==> src/rtl/seq_divider_if.sv <==
// seq_divider_if: start/busy/done handshake, operands and results of the sequential divider.
interface seq_divider_if #(parameter int WIDTH = 8);
    logic             start;
    logic [WIDTH-1:0] dividend;
    logic [WIDTH-1:0] divisor;
    logic             busy;
    logic             done;
    logic [WIDTH-1:0] quotient;
    logic [WIDTH-1:0] remainder;
    logic             div_by_zero;

    modport master (
        output start, dividend, divisor,
        input  busy, done, quotient, remainder, div_by_zero
    );

    modport slave (
        input  start, dividend, divisor,
        output busy, done, quotient, remainder, div_by_zero
    );
endinterface

==> src/rtl/seq_divider.sv <==
// seq_divider: restoring unsigned divider, one quotient bit per clock, start/busy/done handshake.
module seq_divider #(
    parameter int WIDTH = 8
) (
    input logic          clk,
    input logic          rst,
    seq_divider_if.slave bus
);
    localparam int CW = $clog2(WIDTH + 1);

    typedef enum logic [1:0] {IDLE, RUN, DONE} state_t;

    state_t           state;
    logic [WIDTH:0]   r;
    logic [WIDTH-1:0] q;
    logic [WIDTH-1:0] d;
    logic [CW-1:0]    cnt;
    logic             busy;
    logic             done;
    logic [WIDTH-1:0] quotient;
    logic [WIDTH-1:0] remainder;
    logic             div_by_zero;

    logic [WIDTH:0]   shifted;
    logic [WIDTH:0]   diff;
    logic [WIDTH:0]   next_r;
    logic [WIDTH-1:0] next_q;

    // A negative trial difference means the divisor did not fit: restore the shifted remainder.
    always_comb begin
        shifted = {r[WIDTH-1:0], q[WIDTH-1]};
        diff    = shifted - {1'b0, d};
        next_r  = diff[WIDTH] ? shifted : diff;
        next_q  = {q[WIDTH-2:0], ~diff[WIDTH]};
    end

    always_ff @(posedge clk or posedge rst) begin
        if (rst) begin
            state       <= IDLE;
            r           <= '0;
            q           <= '0;
            d           <= '0;
            cnt         <= '0;
            busy        <= 1'b0;
            done        <= 1'b0;
            quotient    <= '0;
            remainder   <= '0;
            div_by_zero <= 1'b0;
        end else begin
            case (state)
                IDLE, DONE: begin
                    done <= 1'b0;
                    if (!bus.start) begin
                        state <= IDLE;
                    end else if (bus.divisor == '0) begin
                        state       <= DONE;
                        done        <= 1'b1;
                        quotient    <= '1;
                        remainder   <= bus.dividend;
                        div_by_zero <= 1'b1;
                    end else begin
                        state <= RUN;
                        busy  <= 1'b1;
                        q     <= bus.dividend;
                        d     <= bus.divisor;
                        r     <= '0;
                        cnt   <= CW'(WIDTH);
                    end
                end
                RUN: begin
                    r   <= next_r;
                    q   <= next_q;
                    cnt <= cnt - 1'b1;
                    if (cnt == CW'(1)) begin
                        state       <= DONE;
                        busy        <= 1'b0;
                        done        <= 1'b1;
                        quotient    <= next_q;
                        remainder   <= next_r[WIDTH-1:0];
                        div_by_zero <= 1'b0;
                    end
                end
                default: state <= IDLE;
            endcase
        end
    end

    assign bus.busy        = busy;
    assign bus.done        = done;
    assign bus.quotient    = quotient;
    assign bus.remainder   = remainder;
    assign bus.div_by_zero = div_by_zero;
endmodule
==> src/flat_wrapper.sv <==
// flat-port wrapper written by rule: the top's interface ports become plain ports
module seq_divider_flat 
#(
    parameter int WIDTH = 8
)
  (clk, rst, bus_start, bus_dividend, bus_divisor, bus_busy, bus_done, bus_quotient, bus_remainder, bus_div_by_zero);
  seq_divider_if #(.WIDTH(WIDTH)) bus_i ();
  input logic clk;
  input logic rst;
  input wire logic [$bits(bus_i.start)-1:0] bus_start;
  input wire logic [$bits(bus_i.dividend)-1:0] bus_dividend;
  input wire logic [$bits(bus_i.divisor)-1:0] bus_divisor;
  output wire logic [$bits(bus_i.busy)-1:0] bus_busy;
  output wire logic [$bits(bus_i.done)-1:0] bus_done;
  output wire logic [$bits(bus_i.quotient)-1:0] bus_quotient;
  output wire logic [$bits(bus_i.remainder)-1:0] bus_remainder;
  output wire logic [$bits(bus_i.div_by_zero)-1:0] bus_div_by_zero;
  assign bus_i.start = bus_start;
  assign bus_i.dividend = bus_dividend;
  assign bus_i.divisor = bus_divisor;
  assign bus_busy = bus_i.busy;
  assign bus_done = bus_i.done;
  assign bus_quotient = bus_i.quotient;
  assign bus_remainder = bus_i.remainder;
  assign bus_div_by_zero = bus_i.div_by_zero;
  seq_divider #(.WIDTH(WIDTH)) u_core (.clk(clk), .rst(rst), .bus(bus_i));
endmodule
==> config.mk <==
export PLATFORM = sky130hd
export DESIGN_NAME = seq_divider_flat
export DESIGN_NICKNAME = d
export VERILOG_FILES = /design/src/rtl/seq_divider_if.sv /design/src/rtl/seq_divider.sv /design/src/flat_wrapper.sv
export SDC_FILE = /design/constraint.sdc
export NUM_CORES = 1
export LEC_CHECK = 0
export CAP_MARGIN = 20
export CORE_MARGIN = 2
export CORE_UTILIZATION = 35
export CTS_CLUSTER_SIZE = 24
export DETAILED_ROUTE_END_ITERATION = 16
export PLACE_DENSITY = 0.65
export SETUP_SLACK_MARGIN = 0.5
export SLEW_MARGIN = 0
export SYNTH_ARGS = -nofsm -noshare
export SYNTH_HDL_FRONTEND = slang
export SYNTH_SLANG_ARGS = --single-unit
==> constraint.sdc <==
create_clock -name clk -period 4.12 [get_ports clk]
set_input_delay 0.618 -clock clk [delete_from_list [all_inputs] [get_ports clk]]
set_output_delay 0.618 -clock clk [all_outputs]
set_load 0.005 [all_outputs]
==> out/qor.csv <==
stage,metric,value,unit
pwr,combinational group share of total power,54.1,%
pwr,Pint,1.582,mW
worst_setup_path,WS Path Type,register to register,
layout,Finished Layout Cells,402,
hold_path,Hold WC Path Type,register to register,
yosys,area share of the leading cell type in the synthesized netlist,48.25,%
yosys,Yosys reg bits,49,
clock_tree,Clock Latency Late Sink,0.30,ns
global_route,largest net degree at the start of global routing,50,
yosys,Syn Nets,298,
job,max-cap violations,0,
layout,FF+latch area,1226,um2
global_route,Tot GR Track Use,15.46,%
floorplan,die width,89.21,um
clock_tree,clk buf depth,2,
timing,Slew Limit Headroom,45.18,%
worst_setup_path,CP dominant cell by count,inv_1,
timing,crit share post-route,64.18,%
worst_setup_path,CP arrival,2.84,ns
worst_setup_path,CP Cell Sequence,inv_1 -> ha_1 -> inv_1 -> fa_1 -> a211oi_2 -> nor3_1 -> mux2_4 -> and2_4 -> and3_4 -> o32a_1,
route,First-pass DRT Iterations,4,
worst_setup_path,CP max stage cell,fa_1,
global_route,antenna violations before repair,0,
layout,nets,332,
clock_tree,"Reg clk slew, reported paths",0.09,ns
timing,clock skew,0.006715,ns
pwr,Net Sw Frac,40.82,%
timing,final hold violation count,0,
yosys,synth warn,0,
global_route,vias in the first global route,1925,
layout,area delta synth->final,22.90,%
yosys,area of the mapped netlist,2541,um2
route,Routed Antenna Nets,0,
worst_setup_path,CP endpoint kind,register,
timing,slew at the pin closest to its max-slew limit,0.8213,ns
yosys,dominant synthesized flop cell,dfrtp_1,
placement,dpl ws,1.264,ns
yosys,ys async rst share,100.0,%
clock_tree,TritonCTS Sinks,49,
route,initial DRC count,128,
placement,placed cells,393,
layout,multi-input logic area,1210,um2
run_status,status,"complete, no violations",
clock_tree,cts hold-fix bufs,0,
worst_setup_path,CP required,4.31,ns
timing,post-route setup TNS,0,ns
clock_tree,H-tree Lvls,2,
pwr,Clock power frac,13.0,%
clock_tree,CTS tree,done,
hold_path,Hold Crit Start,u_core.cnt[3],
yosys,register area share after synthesis,48.25,%
worst_setup_path,R2R Setup Slk,1.48,ns
clock_tree,setup bufs post-CTS,0,
hold_path,hold path depth,1,
yosys,post-synth cell types,42,
worst_setup_path,worst r2r src,u_core.q[7],
worst_setup_path,R2R cell count,10,
route,wire per inst,14.23,um
worst_setup_path,CP max FO,8,
pwr,NetSw,1.091,mW
yosys,Post-synth EDFFs,0,
layout,number of diodes,0,
worst_setup_path,reg2reg end,u_core.bus.remainder[4],
clock_tree,Root Buffer,clkbuf_8,
route,number of remaining DRC errors,0,
clock_tree,post-cts gate resize count,0,
yosys,"top cells by area, synth","dfrtp_1 (48%), nand2_1 (7.2%), ha_1 (4.9%), o21ai_0 (3.9%), mux2i_1 (3.5%)",
floorplan,FP Rows,31,
worst_setup_path,Startpoint Class,register,
floorplan,initial core utilization,35.61,%
timing,RSZ-0062 raised after global routing,false,
pwr,Pleak,1.332,nW
layout,Final Util,43.76,%
timing,Final Critical Period,2.644,ns
worst_setup_path,worst stage delay on the critical path,0.42,ns
floorplan,Die Ht,89.21,um
pwr,pwr dens,855.8,nW/um2
route,Routed WL,5722,um
placement,Buffers on Ports,37,
pwr,Max VDD drop,0.3098,mV
floorplan,num ports,38,
route,vias per std cell,4.881,
timing,Slew Limit Fails,0,
yosys,Syn Area/Cell,9.482,um2
floorplan,die area,7958,um2
global_route,first-pass GRT wire length,9466,um
global_route,GRT overflow,0,
placement,GP Congestion,0.7828,
timing,Final setup viols,0,
yosys,post-synth top area cell,dfrtp_1,
clock_tree,CTS buffer count,5,
pwr,Seq pwr share,33.0,%
yosys,most frequent cells after synthesis,"dfrtp_1 (49), nand2_1 (49), nor2_1 (20), o21ai_0 (20), a21oi_1 (13)",
yosys,Post-Syn Instances,268,
layout,layout cell share with drive strength beyond 1,6.931,%
layout,Fillers,710,
hold_path,Min-Delay Endpoint,u_core.cnt[3],
route,Via Count,1962,
timing,f_max,0.3782,GHz
timing,final worst slack,1.476,ns
floorplan,core area,7137,um2
placement,DP Wirelength,4196,um
worst max-delay path, delay by kind of cell (launching register included):
family                   cells  cell delay (ns)
flip-flops                   1             0.41
AO/OA/AOI/OAI                2             0.62
buffers and inverters        2             0.11
adder cells (fa/ha/maj)      2             0.56
AND/OR/NAND/NOR              3             0.50
multiplexers                 1             0.34
logic make-up (layout without fill, tap and decap cells):
kind of cell    Yosys count  count (layout)  share of synthesized area, %
buf+inv                  25              60                         4.283
compound gates           67              67                         17.23
fa+ha+maj                11              11                         5.712
simple gates             99              99                         17.87
flops                    49              49                         48.25
mux                      11              11                         4.579
xor+xnor                  6               6                         2.068
metrics by stage:
step	instance area [um2]	hold WS (ns)	power [mW]
global placement	2990	0.4672	2.304
floorplan	2541	0.4457	1.915
finish	3123	0.4913	2.673
detailed placement	2990	0.4777	2.337
global route	3123	0.5145	2.920
CTS	3103	0.4903	2.694
power groups by stage:
stage                     Clock (mW)  Sequential, mW  Combinational [mW]
after floorplan                    0           0.836                1.08
after global placement             0           0.890                1.41
after detailed placement           0           0.893                1.44
after CTS                      0.355           0.883                1.46
after global routing           0.375           0.913                1.63
final                          0.346           0.881                1.45
layout make-up:
type                       instances  area share [%]
timing repair buffer              40           12.98
sequential                        49           39.26
clock buffer                       5           2.204
tap                               99           3.966
clock inverter                     3           1.402
multi-input combinational        194           38.74
inverter                          12           1.442
per-layer routing:
layer	GRT usage (%)	vias up	share of wire, %
li1	-	998	-
met1	20.78	927	47
met2	25.52	30	48
met3	2.955	7	3.2
met4	4.478	0	1.4
met5	0	-	0
sequential cells by signal, summed over array words and instances (netlist names):
register                flops
u_core.bus.div_by_zero      1
u_core.cnt                  4
u_core.bus.remainder        8
u_core.bus.done             1
u_core.bus.quotient         8
u_core.bus.busy             1
u_core.state                2
u_core.q                    8
u_core.r                    8
u_core.d                    8
worst max path at each step:
stage	start	to	slack, ns	cells past startpoint
2_1_floorplan	u_core.q[7]	u_core.bus.remainder[4]	1.61	11
3_3_place_gp	bus_divisor[3]	u_core.bus.remainder[4]	1.33	5
3_5_place_dp	bus_divisor[3]	u_core.bus.remainder[4]	1.26	5
4_1_cts	u_core.cnt[1]	u_core.bus.remainder[4]	1.40	7
5_1_grt	u_core.cnt[1]	u_core.bus.remainder[6]	1.13	8
6_report	u_core.q[7]	u_core.bus.remainder[4]	1.48	10
cells in the final DEF (no fill, tap or decap), types with 2 or more instances in the layout:
master / n
nor2b_1: 2
and3_4: 2
o22a_1: 8
ha_1: 10
xor2_1: 2
a21o_1: 4
a31oi_1: 6
a21oi_1: 12
o32a_1: 3
mux2i_1: 9
inv_1: 11
buf_4: 2
nor2_1: 20
a211o_1: 2
o21ai_0: 20
a211oi_1: 2
xnor2_1: 4
nor3b_1: 2
nand2b_1: 4
nor3_1: 3
o21a_1: 2
dfrtp_1: 49
o21bai_1: 3
nand3_1: 8
nor4_1: 3
nand2_1: 49
clkbuf_8: 5
clkdlybuf4s50_1: 37
(Power assumes the default switching activity.)
